## config.mk

```make
export PLATFORM = sky130hd
export DESIGN_NAME = pipe_stage_hs
export DESIGN_NICKNAME = d
export VERILOG_FILES = /design/src/rtl/pipe_stage_hs.sv
export SDC_FILE = /design/constraint.sdc
export NUM_CORES = 1
export LEC_CHECK = 0
export BUFFER_PORTS_ARGS = -buffer_cell sky130_fd_sc_hd__buf_4
export CAP_MARGIN = 10
export CORE_AREA = 3 3 112 114
export DETAILED_ROUTE_END_ITERATION = 7
export DIE_AREA = 0 0 115 117
export PLACE_DENSITY = 0.74
export SLEW_MARGIN = 0
export SYNTH_ARGS = -nofsm -noshare
export SYNTH_HDL_FRONTEND = slang
export SYNTH_SLANG_ARGS = --single-unit
```

## constraint.sdc

```tcl
create_clock -name clk -period 2.85 [get_ports clk]
set_clock_uncertainty 0.1 [all_clocks]
set_input_delay 0.285 -clock clk [delete_from_list [all_inputs] [get_ports clk]]
set_output_delay 0.285 -clock clk [all_outputs]
set_load 0.02 [all_outputs]
```

## src/rtl/pipe_stage_hs.sv

```systemverilog
// Pipeline stage register with valid/ready handshake, optional skid entry and flush.
// Define PIPE_STAGE_PERF_EN to add saturating stall/flush performance counters.
module pipe_stage_hs #(
    parameter int unsigned       DATA_W  = 64,
    parameter logic [DATA_W-1:0] RST_VAL = '0,
    parameter int unsigned       MODE    = 0
`ifdef PIPE_STAGE_PERF_EN
    ,
    parameter int unsigned       CNT_W   = 32
`endif
) (
    input  logic              clk,
    input  logic              rst_n,
    input  logic              flush_i,
    input  logic              in_valid_i,
    output logic              in_ready_o,
    input  logic [DATA_W-1:0] in_data_i,
    output logic              out_valid_o,
    input  logic              out_ready_i,
    output logic [DATA_W-1:0] out_data_o
`ifdef PIPE_STAGE_PERF_EN
    ,
    output logic [CNT_W-1:0]  stall_cnt_o,
    output logic [CNT_W-1:0]  flush_cnt_o
`endif
);

    typedef enum logic [1:0] {
        ST_EMPTY,
        ST_BUSY,
        ST_FULL
    } state_e;

    state_e            state_q, state_d;
    logic [DATA_W-1:0] main_q, main_d;
    logic [DATA_W-1:0] skid_q, skid_d;
    logic              rdy_q, rdy_d;
    logic              in_xfer;
    logic              out_xfer;

    assign out_valid_o = (state_q != ST_EMPTY);
    assign out_data_o  = main_q;
    // MODE 0 breaks the ready chain with a flop; MODE 1 passes it through.
    assign in_ready_o  = (MODE == 0) ? rdy_q : (~out_valid_o | out_ready_i);
    assign in_xfer     = in_valid_i & in_ready_o;
    assign out_xfer    = out_valid_o & out_ready_i;

    always_comb begin
        state_d = state_q;
        main_d  = main_q;
        skid_d  = skid_q;
        unique case (state_q)
            ST_EMPTY: begin
                if (in_xfer) begin
                    state_d = ST_BUSY;
                    main_d  = in_data_i;
                end
            end
            ST_BUSY: begin
                if (in_xfer && out_xfer) begin
                    main_d = in_data_i;
                end else if (in_xfer) begin
                    state_d = ST_FULL;
                    skid_d  = in_data_i;
                end else if (out_xfer) begin
                    state_d = ST_EMPTY;
                end
            end
            ST_FULL: begin
                if (out_xfer) begin
                    state_d = ST_BUSY;
                    main_d  = skid_q;
                end
            end
            default: state_d = ST_EMPTY;
        endcase
        // Flush drops everything, including a same-cycle input, but leaves payload flops untouched.
        if (flush_i) begin
            state_d = ST_EMPTY;
            main_d  = main_q;
            skid_d  = skid_q;
        end
        rdy_d = (state_d != ST_FULL);
    end

    always_ff @(posedge clk) begin
        if (!rst_n) begin
            state_q <= ST_EMPTY;
            main_q  <= RST_VAL;
            skid_q  <= RST_VAL;
            rdy_q   <= 1'b1;
        end else begin
            state_q <= state_d;
            main_q  <= main_d;
            skid_q  <= skid_d;
            rdy_q   <= rdy_d;
        end
    end

`ifdef PIPE_STAGE_PERF_EN
    logic [CNT_W-1:0] stall_q;
    logic [CNT_W-1:0] flush_q;

    always_ff @(posedge clk) begin
        if (!rst_n) begin
            stall_q <= '0;
            flush_q <= '0;
        end else begin
            if (out_valid_o && !out_ready_i && !(&stall_q)) begin
                stall_q <= stall_q + 1'b1;
            end
            if (flush_i && !(&flush_q)) begin
                flush_q <= flush_q + 1'b1;
            end
        end
    end

    assign stall_cnt_o = stall_q;
    assign flush_cnt_o = flush_q;
`endif

endmodule

```

Yosys cells after proc, flatten, opt, wreduce, memory -nomap -nowiden
Cells that the tools add are included.

word-level totals
  register bits after elaboration = 131
  output and inout port bits = 66
  logic and storage cells = 31

operators by class
  equality and inequality tests = 6
  multiplexer cells = 11
  bitwise logic cells = 4
  reductions and logical operators = 6

operators by type and width
  kind                  number
  $mux W64              3
  $pmux W64 S3          1
  $mux W2               6
  $ne A2 B2 Y1 const B  4
  $pmux W2 S3           1
  $reduce_and A5 Y1     1
  $reduce_and A4 Y1     1
  $reduce_bool A3 Y1    1
  $and A1 B1 Y1         2
  $eq A2 B1 Y1 const B  1
  $eq A2 B2 Y1 const B  1
  $logic_not A2 Y1      1
  $not A1 Y1            2
  $reduce_bool A2 Y1    1
  $logic_and A1 B1 Y1   1

Logic depth before layout (Yosys ltp)
Gate-level depths: netlist (run 1).

  depth in word-level cells = 8
  mapped depth = 8
  gate-level depth less buffers = 4

Worst setup path before layout (run 1)
Ideal clock, no wire load.

  path kind = flip-flop to flip-flop
  start = register rdy_q (netlist: in_ready_o)
  end = register skid_q[57]
  library setup time = 0.118 ns
  arrival = 1.510 ns
  required time = 2.632 ns
  slack = 1.122 ns
  cell stages (with the launch flop) = 7
  buffers on the path = 2
  cell sequence = dfxtp_1 -> nand2_2 -> or4_1 -> buf_4 -> buf_6 -> nand2_1 -> a21boi_2

between the ends
  word-level cells in the longest chain between the ends = 4

RTL lines
  what                                  RTL line  source
  start: declaration                    37        logic rdy_q, rdy_d;
  start signal: assignment              96        rdy_q <= rdy_d;
  $and A1 B1 Y1 *                       45        assign in_xfer = in_valid_i & in_ready_o;
  $logic_and A1 B1 Y1                   60        if (in_xfer && out_xfer) begin
  $not A1 Y1 (no source line)           n/a
  $reduce_and A4 Y1 (no source line) *  n/a
  end signal: assignment                95        skid_q <= skid_d;
  end: declaration                      36        logic [DATA_W-1:0] skid_q, skid_d;

Every way passes the cells marked *; elsewhere a longest branch is shown, timed or not.
A chain may end at the register's enable or synchronous reset.

Final worst setup path (run 1)
  start = input out_ready_i
  end = register skid_q[55]

between the ends
  word-level cells in the longest chain between the ends = 4

RTL lines
  what                                RTL line  source
  start: declaration                  19        input logic out_ready_i,
  $and A1 B1 Y1                       46        assign out_xfer = out_valid_o & out_ready_i;
  $logic_and A1 B1 Y1                 60
  $not A1 Y1 (no source line)         n/a
  $reduce_and A4 Y1 (no source line)  n/a

Every way passes these cells.

==> results.txt, run 1 <==
The number of cells on the worst reg-to-reg path is 5. The routed design has ~13000 um of wire. By instance count, the leading cell after synthesis is sky130_fd_sc_hd__nand2_1.

After global routing, the most crowded layer is met2. In this run the critical register-to-register path is launched from in_ready_o$_SDFF_PN1_. The via count of the first global-routing pass came out at 4387. In the synthesized netlist the dominant register cell turns out to be sky130_fd_sc_hd__dfxtp_1. The top cell type's share of synthesized area came out at 45.02%. The worst setup path is launched from an input port. STA classifies the critical path endpoint as a flop. The first detailed-routing pass ran for 4 iterations.

The post-synthesis sequential element count is 131. The ratio of final minimum period to clock period is 77.94%. The post-synthesis net count is 653.

The first-pass GRT wire length came out at 21160 um. Static timing analysis puts the maximum clock frequency at 0.4502 GHz. The I/O pin total is 135. The total inserted antenna cells is 0. The final routed wire length divided by cell count came out at 15.35 um. The time the worst path needs with I/O delays and setup is 2.221 ns. The HPWL after detailed placement came out at 8530 um.

The total clock sinks came out at 131. The detail route stage leaves a number of antenna-violating nets equal to 0. The synthesized netlist occupies a cell area of 0.005826 mm^2.

The leakage power came out at 3.884 nW. The remaining design rule violation count came out at 0. The total CTS buffers came out at 17. The post-CTS clock slew at the launch and capture registers of the worst setup and hold paths is around 0.050 ns. The core area is ~0.012 mm^2.

For this block, the via count after detailed routing is 4534. The min-delay analysis places its worst path in the category in -> reg. The tool flagged a number of max-cap violations equal to 0. The met3 track demand over resource in global routing is 5.964%. For the final routed database, the setup TNS stands at 0 ns. By area the synthesized netlist is led by sky130_fd_sc_hd__dfxtp_1 45%, sky130_fd_sc_hd__nand2_1 12%, sky130_fd_sc_hd__a21boi_2 12%.

The number of enable flip-flop cells after synthesis came out at 0. The most critical setup path has its startpoint at out_ready_i. The number of pins exceeding their max-slew limit in the final report is 0. The number of H-tree levels came out at 4. The number of different library cells in the post-synthesis netlist is 25. The tree is rooted in a sky130_fd_sc_hd__clkbuf_16. The clock passes through at most 2 buffers. The async set or reset register ratio after synthesis is 0%. The sequential share of the synthesized area is 45.02%. The total congestion overflow after global routing is 0. Of all nets on the critical path, the largest fanout is 64. Relative to the synthesized area, the layout overhead comes to 25.95%. The count of port buffers added during placement came out at 134.

The congestion estimate from routability-driven global placement came to roughly 0.85. The largest net degree at the start of global routing is 67. Global routing used between 20 and 25% of the available met1 tracks. The final-stage net count is 766. The DRC violation total after the first TritonRoute iteration came out at 279. The mean cell area of the mapped netlist came out at 9.975 um^2. The number of filler cells placed in the layout came out at 946. Setup repair after global routing left no endpoint under its margin. The initial utilization of the core area, before any placement, comes to 50.59%.

The flow ran to the end, and the final reports show no timing, DRC or antenna violations. The number of antenna violations at the first check in global routing is 0. The share of layout cells above drive strength 1 is 33.43%. The floorplan has 39 rows. The vertical die dimension is 117 um. Data on the critical path arrives at its endpoint at around 2.4 ns.

The final core utilization came out at between 60% and 70%. The commonest cells after synthesis are 193 x sky130_fd_sc_hd__nand2_1, 131 x sky130_fd_sc_hd__dfxtp_1, 64 x sky130_fd_sc_hd__mux2i_1, 64 x sky130_fd_sc_hd__o211a_1, 60 x sky130_fd_sc_hd__a21boi_2. The worst setup path category is in -> reg.

The total power after layout is 4.528 mW. Yosys printed 0 warnings. The power density over the cells came out at 617.1 mW/mm^2. In the routed layout, each cell is associated on average with a via count of 5.322.

Data on the critical path is required at its endpoint by ~3 ns. The final setup violation count came out at 0. The global-route met2 utilization is 31.91%. After clock tree synthesis, the repair step resized 0 gates. The area of the die came out at 0.01346 mm^2. Synthesis produced a netlist whose cell count is roughly 580.

The maximum vdd drop came out at 328.8 uV. TritonCTS built the clock tree. The clock reaches the later pin of the worst-skew pair after between 0.4 and 0.5 ns. The die width came out at 115 um. The headroom to the max-slew limit is a little over half. The number of setup buffers added after CTS is 0. The pin slew with the least headroom to its limit is 0.7128 ns.

The largest area contributor in the synthesized netlist is sky130_fd_sc_hd__dfxtp_1. The worst hold path passes through 3 cells. The number of endpoints with negative hold slack in the final report is 0. The overall routing resource usage is 19.98%.

The worst hold path begins at in_data_i[0].
## state kept, by name, indices dropped and copies added (netlist names)
| register | cells |
|---|---|
| in_ready_o | 1 |
| out_data_o | 64 |
| skid_q | 64 |
| state_q | 2 |
## area by class of cell
class / count / area (um^2) / area share, %
repair buffers: 144 / 1109 / 15.11
multi-input cells: 403 / 2874 / 39.17
well taps: 143 / 178.9 / 2.439
flip-flops and latches: 131 / 2623 / 35.74
clock inverters: 4 / 20.02 / 0.2729
clock buffers: 27 / 533.0 / 7.265
## path summary, 6_finish.rpt
kind                        endpoint  slack (ns)
max          skid_q[55]$_SDFFE_PN0P_        0.63
min           skid_q[0]$_SDFFE_PN0P_        0.03
max reg2reg  skid_q[55]$_SDFFE_PN0P_        0.79
min reg2reg   skid_q[0]$_SDFFE_PN0P_        0.35
## stage by stage
step	cells	instance area, um^2	worst slack (ns)	hold WS [ns]
global route	852	7337	0.5850	0.02213
detailed placement	820	6774	0.8286	0.3462
global placement	820	6774	0.8775	0.3391
CTS	852	7337	0.6957	0.01106
finish	852	7337	0.6286	0.02626
floorplan	584	5826	1.122	0.2578
## timing repair
action / CTS / global route
hold buffers: 1 / 0
endpoints found under the setup margin: 0 / 0
endpoints found under the hold margin: 2 / 0
## cells by family (layout without fill, tap and decap cells)
| family | after synthesis | count (layout) | share of synthesized area, % |
|---|---|---|---|
| AOI/OAI and AO/OA | 134 | 134 | 23.82 |
| muxes | 64 | 64 | 11.00 |
| buffers and inverters | 50 | 175 | 6.057 |
| and+or+nand+nor | 205 | 205 | 14.11 |
| DFF | 131 | 131 | 45.02 |
## worst max-delay path, stage by stage
cell and delay (ns):
sky130_fd_sc_hd__dlygate4sd3_1 0.55, sky130_fd_sc_hd__buf_4 0.16, sky130_fd_sc_hd__nand2b_1 0.20, sky130_fd_sc_hd__or4_2 0.55
sky130_fd_sc_hd__buf_4 0.35, sky130_fd_sc_hd__nand2_1 0.20, sky130_fd_sc_hd__a21boi_2 0.07
## layout by cell type (no fill, tap or decap), drive strengths merged
cell / instances
a211o: 1
a211oi: 1
a21boi: 64
a21oi: 1
a31oi: 2
and3: 1
buf: 143
clkbuf: 27
clkinv: 4
dfxtp: 131
dlygate4sd3: 1
mux2i: 64
nand2: 194
nand2b: 3
nand3b: 1
nand4b: 1
nand4bb: 1
nor2: 1
nor4: 1
o211a: 64
o21bai: 1
or2: 1
or4: 1
## power by group
group	switching, mW	leakage (nW)	internal [mW]
registers	0.0489	1.07	1.92
clock network	0.749	0.279	1.26
logic	0.282	2.54	0.268
total	1.08	3.88	3.45
## routing by layer
metal | share of wire, % | vias up | wire length [um]
li1 | - | 2236 | -
met1 | 44 | 2138 | 5788
met2 | 47 | 132 | 6137
met3 | 6.3 | 28 | 827
met4 | 2.5 | 0 | 326
met5 | 0 | - | 0
(Power assumes the default switching activity.)
==> inputs of run 2 (changes only) <==
CORE_AREA = 3 3 114 116   (was 3 3 112 114)
DIE_AREA = 0 0 117 119   (was 0 0 115 117)
PLACE_DENSITY = 0.75   (was 0.74)
clock period = 1.8 ns   (was 2.85 ns; I/O delays follow)
==> results.txt, run 2 (synthesis gave the netlist of run 1 again) <==
The final-stage net count came out at between 800 and 900. The number of max-cap violations is 0. In the final layout, the multi-input gates occupy 0.002877 mm^2. The startpoint identified for the worst hold timing path is rst_n. The number of endpoints with negative hold slack in the final report is 0. The area of the die came out at around 0.014 mm^2.

The end of the worst register-to-register path is out_data_o[21]$_SDFFE_PN0P_. The arrival time at the worst endpoint is around 1.9 ns. The final wirelength came out at 14620 um. The cell depth of the worst min-delay path came out at 3. The largest fanout on the critical path came out at 44. Setup repair after global routing left no endpoint under its margin. The library cell used most frequently in the layout, excluding fill and tap cells, is sky130_fd_sc_hd__nand2_1. The count of port buffers added during placement is ~130. The post-CTS clock slew at the launch and capture registers of the worst setup and hold paths came out at 0.05 ns. The worst hold endpoint is state_q[0]$_SDFF_PN0_.

The count of antenna-violating nets left after detailed routing is 0. The number of antenna violations at the first check in global routing is 0. The via count of the first global-routing pass came out at 4745. The setup slack at placement came out at 0.04718 ns. The critical-path cell with the highest stage delay is sky130_fd_sc_hd__dfxtp_1.

The cell sitting at the root of the clock tree is a sky130_fd_sc_hd__clkbuf_16. The slack of the critical path came out at around 0.088 ns. CTS saw 131 sinks. For this run, design rule violations remaining after detail routing come to 0. Timing would allow up to 0.5840 GHz.

The launch instance of the worst register-to-register path is in_ready_o$_SDFF_PN1_. The die width came out at 117 um. The final total negative setup slack is 0 ns. At the pin with the least slew margin, the transition time is around 0.38 ns. The final instance area is 0.008202 mm^2. The final setup violation count is 0. The largest stage delay on the critical path is around 0.36 ns. The power density over the cells came out at 927.8 mW/mm^2.

0 antenna diodes ended up in the layout. The endpoint required time on the critical path is 2.00 ns. The overall routing resource usage came out at roughly a fifth. TritonCTS built the clock tree. The critical path's top delay family is buffers and inverters. The min-delay analysis places its worst path in the category in -> reg. In this run the standard cell core region covers 0.01201 mm^2. The longest clock path from root to sink contains 2 buffers. The leakage power is 4.249 nW. The largest net degree at the start of global routing is 87. The depth of the worst register-to-register path came out at 7. The I/O pin total came out at 135. The ratio of final minimum period to clock period is between 90 and 100%.

The HPWL after detailed placement is 8449 um. The worst setup path category is reg -> reg. Counting both buffers and inverters, the worst setup path holds a total of 3. Counting stages on the worst path, the most repeated cell is sky130_fd_sc_hd__buf_4. The area occupied by registers is 0.002624 mm^2. The signal on the critical path passes through buf_4, nand4bb_1, a31oi_4, buf_4, buf_12, nand2_1, o211a_1.

The worst-case IR drop observed on VDD is about 480 uV. The number of H-tree levels came out at 4. Buffers inserted during clock tree synthesis total 17. The starting density of the core is 48.50%. The final routed wire length divided by cell count came out at around 16 um. For this block, the initial DRC count from the detailed router was 343. The kind of end point of the critical path is a flop. Clock latency on the worst-skew pair, taken at its later pin, is 0.41 ns.

The share of layout cells above drive strength 1 came out at 31.03%. Summing over every cut layer, the via total after detailed routing is 4854. The post-detailed-route via-to-cell ratio came out at 5.219. The number of pins exceeding their max-slew limit in the final report is 0. Once placement finished, the instance area stood at 0.006884 mm^2. Leaving out fill and tap cells, the most frequent cells in the layout are 193 x sky130_fd_sc_hd__nand2_1, 141 x sky130_fd_sc_hd__buf_4, 130 x sky130_fd_sc_hd__dfxtp_1, 65 x sky130_fd_sc_hd__dlygate4sd3_1. The flow ran to the end, and the final reports show no timing, DRC or antenna violations. The total congestion overflow after global routing is 0.

Across all register-to-register paths, the minimum setup slack is 0.09 ns. The weighted congestion at the end of routability-driven global placement came out at around 0.75. The area added between synthesis and finish is 40.79%. The first-pass iteration count of the detailed router is 5. The time the worst path needs with I/O delays and setup came out at 1.712 ns.

In this run the core area contains 40 standard-cell rows. STA classifies the critical path startpoint as a flop. The filler cells instantiated in the layout total 879. The headroom to the max-slew limit came out at 74.58%. The vertical die dimension is 119 um. The first global-routing pass estimated 22670 um of wire.
[run 2: worst reg2reg max path, stage by stage, from the launching register on]
cell and delay [ns]:
sky130_fd_sc_hd__dfxtp_1 0.36, sky130_fd_sc_hd__buf_4 0.15, sky130_fd_sc_hd__nand4bb_1 0.19, sky130_fd_sc_hd__a31oi_4 0.21
sky130_fd_sc_hd__buf_4 0.16, sky130_fd_sc_hd__buf_12 0.20, sky130_fd_sc_hd__nand2_1 0.10, sky130_fd_sc_hd__o211a_1 0.14
[run 2: timing repair]
item                       CTS  global route
resized for setup            0             5
hold endpoints to repair    66             0
hold buffers                65             0
setup endpoints to repair    0           106
buffers inserted             0             2
[run 2: metrics by stage]
stage               hold slack (ns)  util (%)  std cells  power (mW)
floorplan                    0.1528         -        584       3.661
global placement             0.2836     57.31        828       4.039
detailed placement           0.2924     57.31        828       4.062
CTS                        0.006703     67.66        925       7.630
global route                0.04166     68.28        930       7.886
finish                      0.01919     68.28        930       7.610
[run 2: how the worst max path moves through the flow]
| stage | start | end | slack (ns) | depth (start not counted) |
|---|---|---|---|---|
| floorplan | in_ready_o$_SDFF_PN1_ | skid_q[57]$_SDFFE_PN0P_ | 0.07 | 6 |
| global placement | state_q[1]$_SDFF_PN0_ | skid_q[9]$_SDFFE_PN0P_ | 0.12 | 4 |
| global route | in_ready_o$_SDFF_PN1_ | out_data_o[9]$_SDFFE_PN0P_ | 0.008 | 7 |
| finish | in_ready_o$_SDFF_PN1_ | out_data_o[21]$_SDFFE_PN0P_ | 0.09 | 7 |
| detailed placement | state_q[0]$_SDFF_PN0_ | skid_q[17]$_SDFFE_PN0P_ | 0.05 | 5 |
| CTS | in_ready_o$_SDFF_PN1_ | out_data_o[46]$_SDFFE_PN0P_ | 0.01 | 6 |
[run 2: area by class of cell]
| type | count | share of cell area, % |
|---|---|---|
| well taps | 147 | 2.243 |
| multi-input cells | 403 | 35.07 |
| clock buffers | 28 | 6.056 |
| clock inverters | 4 | 1.159 |
| flip-flops and latches | 131 | 31.99 |
| repair buffers | 217 | 23.48 |
[run 2: layer usage]
metal	vias up	share of wire (%)	track usage, %
met4	0	1.3	7.312
met1	2320	44	25.09
met2	135	49	33.50
met5	-	0	0
met3	16	4.9	5.539
li1	2383	-	-
[run 2: power breakdown]
part	total (mW)	switching, mW	internal [mW]
clock	3.46	1.17	2.29
combinational	1.03	0.493	0.541
sequential	3.12	0.0785	3.04
==> inputs of run 3 (changes only) <==
BUFFER_PORTS_ARGS = default   (was -buffer_cell sky130_fd_sc_hd__buf_4)
CORE_AREA = 3 3 112 114   (was 3 3 114 116)
DIE_AREA = 0 0 115 117   (was 0 0 117 119)
DONT_BUFFER_PORTS = 1   (was default)
PLACE_DENSITY = 0.67   (was 0.75)
==> results.txt, run 3 (synthesis gave the netlist of run 1 again) <==
The time the worst path needs with I/O delays and setup is 1.769 ns. Using the TritonRoute via totals, the vias-per-cell ratio works out to roughly 5.4. The kind of cell with the highest combined delay along the critical path is simple AND/OR/NAND/NOR gates. The weighted congestion at the end of routability-driven global placement is 0.7902.

The largest fanout on the critical path came out at 31. Counting tap cells, the placed design contains a total of 689 instances. Leaving out filler cells and counting taps, the final layout contains 785. The ratio of final minimum period to clock period is just under 100%.

The internal power of the cells totals 5.279 mW. The library cell used most frequently in the layout, excluding fill and tap cells, is sky130_fd_sc_hd__nand2_1. On the critical path, the stage with the largest delay is an instance of sky130_fd_sc_hd__or4_2. The first-pass GRT wire length came out at 20540 um. In this run the number of H-tree levels came out at 4. Summing all flip-flop and latch instances after layout gives roughly 0.0026 mm^2.

Based on the critical path, the design can be clocked at up to 0.5653 GHz. The completed layout was analyzed and its total power is approximately 6.9 mW. The share of power burned in registers is 47.5%.

The number of endpoints with negative hold slack in the final report was about 130. The total CTS buffers came out at 17. The number of antenna violations at the first check in global routing is 1. The worst setup path category is in -> reg. The vertical die dimension came out at 117 um. The area used by multi-input combinational logic came out at around 0.0029 mm^2.

The die covers 0.01346 mm^2. The largest stage delay on the critical path is 0.69 ns. The hold-fix buffer count after cts came out at 67.

The cell row count came out at 39. The final setup violation count is 0. The via count of the first global-routing pass came out at around 4.3k. The relative contribution of the clock network to total power came out at 45.1%. The DRC violation total after the first TritonRoute iteration came out at 243. The core area came out at 0.01152 mm^2. The number of max-cap violations is 0. The kind of end point of the critical path is a flop. The final-stage net count came out at 701. Walking the worst path, the cells encountered are dlygate4sd3_1, nand2_2, or4_2, buf_8, nand2_1, a21boi_2. The share of total power dissipated in combinational logic is ~7.4%. The arrival time at the worst endpoint is 1.96 ns. The final wirelength is 12680 um. The HPWL after detailed placement is ~7800 um. The clock tree buffer depth is 2.

The pin slew with the least headroom to its limit is 0.3591 ns. The combined buffer and inverter count along the critical path is 2. The endpoint required time on the critical path is 1.99 ns. The run finished, with violations left. The number of filler cells placed in the layout is between 900 and 1k. After detailed routing, the average wire length per cell comes to 16.16 um. The total congestion overflow after global routing came out at 0. The tree is rooted in a sky130_fd_sc_hd__clkbuf_16. Setup repair after global routing could not meet its margin everywhere.

The number of setup buffers added after CTS is 0. The area added between synthesis and finish came out at 21.63%. 135 I/O pins were placed. Entering global routing, the biggest net connects 130 pins. In the layout the commonest cells are 193 x sky130_fd_sc_hd__nand2_1, 130 x sky130_fd_sc_hd__dfxtp_1, 67 x sky130_fd_sc_hd__dlygate4sd3_1, 64 x sky130_fd_sc_hd__mux2i_1, 64 x sky130_fd_sc_hd__o211a_1.

The worst hold-check slack came out at -0.1805 ns. The launching element type of the critical path is an input port. The net switching share of the total power is 23.45%. Summed over all nets, the switching power comes to around 1.6 mW. The total clock sinks came out at 131. Headroom to the max-slew limit came out at 75.88%.

The maximum vdd drop is 710.2 uV. The path class of the lowest-slack min-delay path is in -> reg. For this run, the total global-route usage over all layers was measured as 19.16%.

The clock reaches the later pin of the worst-skew pair after 0.40 ns. Port buffering added 0 buffers. The number of pins exceeding their max-slew limit in the final report came to 0. The initial utilization of the core area, before any placement, comes to 50.59%.

The final reports fail on negative hold slack. In this run the power density over the cells is 973.3 mW/mm^2. After clock tree synthesis, the clock-pin slew on the worst setup and hold paths is 0.05 ns. The count of antenna-violating nets left after detailed routing came out at 0.

The via count came out at 4254. The share of layout cells above drive strength 1 is 16.38%. The leakage power came out at 3.506 nW.

The first-pass iteration count of the detailed router came out at 5. TritonCTS built the clock tree. The remaining design rule violation count is 0. The die width came out at 115 um.
[run 3: cell types whose count changed in the layout (fill, tap and decap cells not counted), moves of 2 or more]
cell / before / now
sky130_fd_sc_hd__clkbuf_1: 8 / 2
sky130_fd_sc_hd__clkbuf_16: 19 / 17
sky130_fd_sc_hd__clkinvlp_4: 0 / 3
sky130_fd_sc_hd__buf_4: 141 / 3
sky130_fd_sc_hd__bufinv_16: 3 / 0
sky130_fd_sc_hd__dlygate4sd3_1: 65 / 67
sky130_fd_sc_hd__clkbuf_8: 3 / 6
[run 3: layout make-up]
cell class	instances	share of cell area, %
Clock buffer	25	7.275
Timing Repair Buffer	79	12.25
Clock inverter	3	0.3179
Multi-Input combinational cell	403	40.56
Tap cell	143	2.525
Antenna cell	1	0.03532
Sequential cell	131	37.03
[run 3: worst register-to-register path, stage by stage, from the launching register on]
cell and delay, ns:
sky130_fd_sc_hd__dfxtp_1 0.37, sky130_fd_sc_hd__nand4bb_1 0.30, sky130_fd_sc_hd__a31oi_4 0.29, sky130_fd_sc_hd__buf_12 0.31
sky130_fd_sc_hd__nand2_1 0.14, sky130_fd_sc_hd__o211a_1 0.15
[run 3: power by group through the flow]
stage	Combinational (mW)	Sequential (mW)	Clock, mW
floorplan	0.357	3.30	0
global placement	0.353	3.34	0
detailed placement	0.367	3.34	0
CTS	0.510	3.28	3.19
global route	0.563	3.29	3.31
finish	0.509	3.28	3.11
[run 3: per-layer routing]
layer / part of all wire [%] / global-route usage (%)
met3: 7.4 / 7.455
met4: 1.4 / 7.903
met5: 0 / 0
met1: 43 / 21.92
met2: 48 / 32.18
[run 3: timing repair]
action                                  4_1_cts  5_1_grt
hold endpoints to repair                    131      128
endpoints found under the setup margin        5       68
gates resized for setup                       1        5
[run 3: final timing paths]
check	startpoint	endpoint	slack, ns	depth (start not counted)
worst min register to register	skid_q[0]$_SDFFE_PN0P_	skid_q[0]$_SDFFE_PN0P_	0.35	2
worst max-delay path	in_valid_i	skid_q[39]$_SDFFE_PN0P_	0.03	6
worst min-delay path	rst_n	out_data_o[29]$_SDFFE_PN0P_	-0.18	1
worst max register to register	state_q[1]$_SDFF_PN0_	out_data_o[36]$_SDFFE_PN0P_	0.04	5
[run 3: per-stage QoR]
stage / cell area, um^2 / worst slack (ns) / util, % / TNS (ns) / hold slack, ns
after global placement: 5853 / 0.04756 / 50.83 / 0 / 0.1575
after detailed placement: 5853 / -0.0009940 / 50.83 / -0.001789 / 0.1632
after floorplan: 5826 / 0.07207 / - / 0 / 0.1528
final: 7086 / 0.03114 / 61.53 / 0 / -0.1805
after CTS: 7066 / 0.002653 / 61.35 / 0 / -0.2129
after global routing: 7086 / -0.01986 / 61.53 / -0.07365 / -0.1973
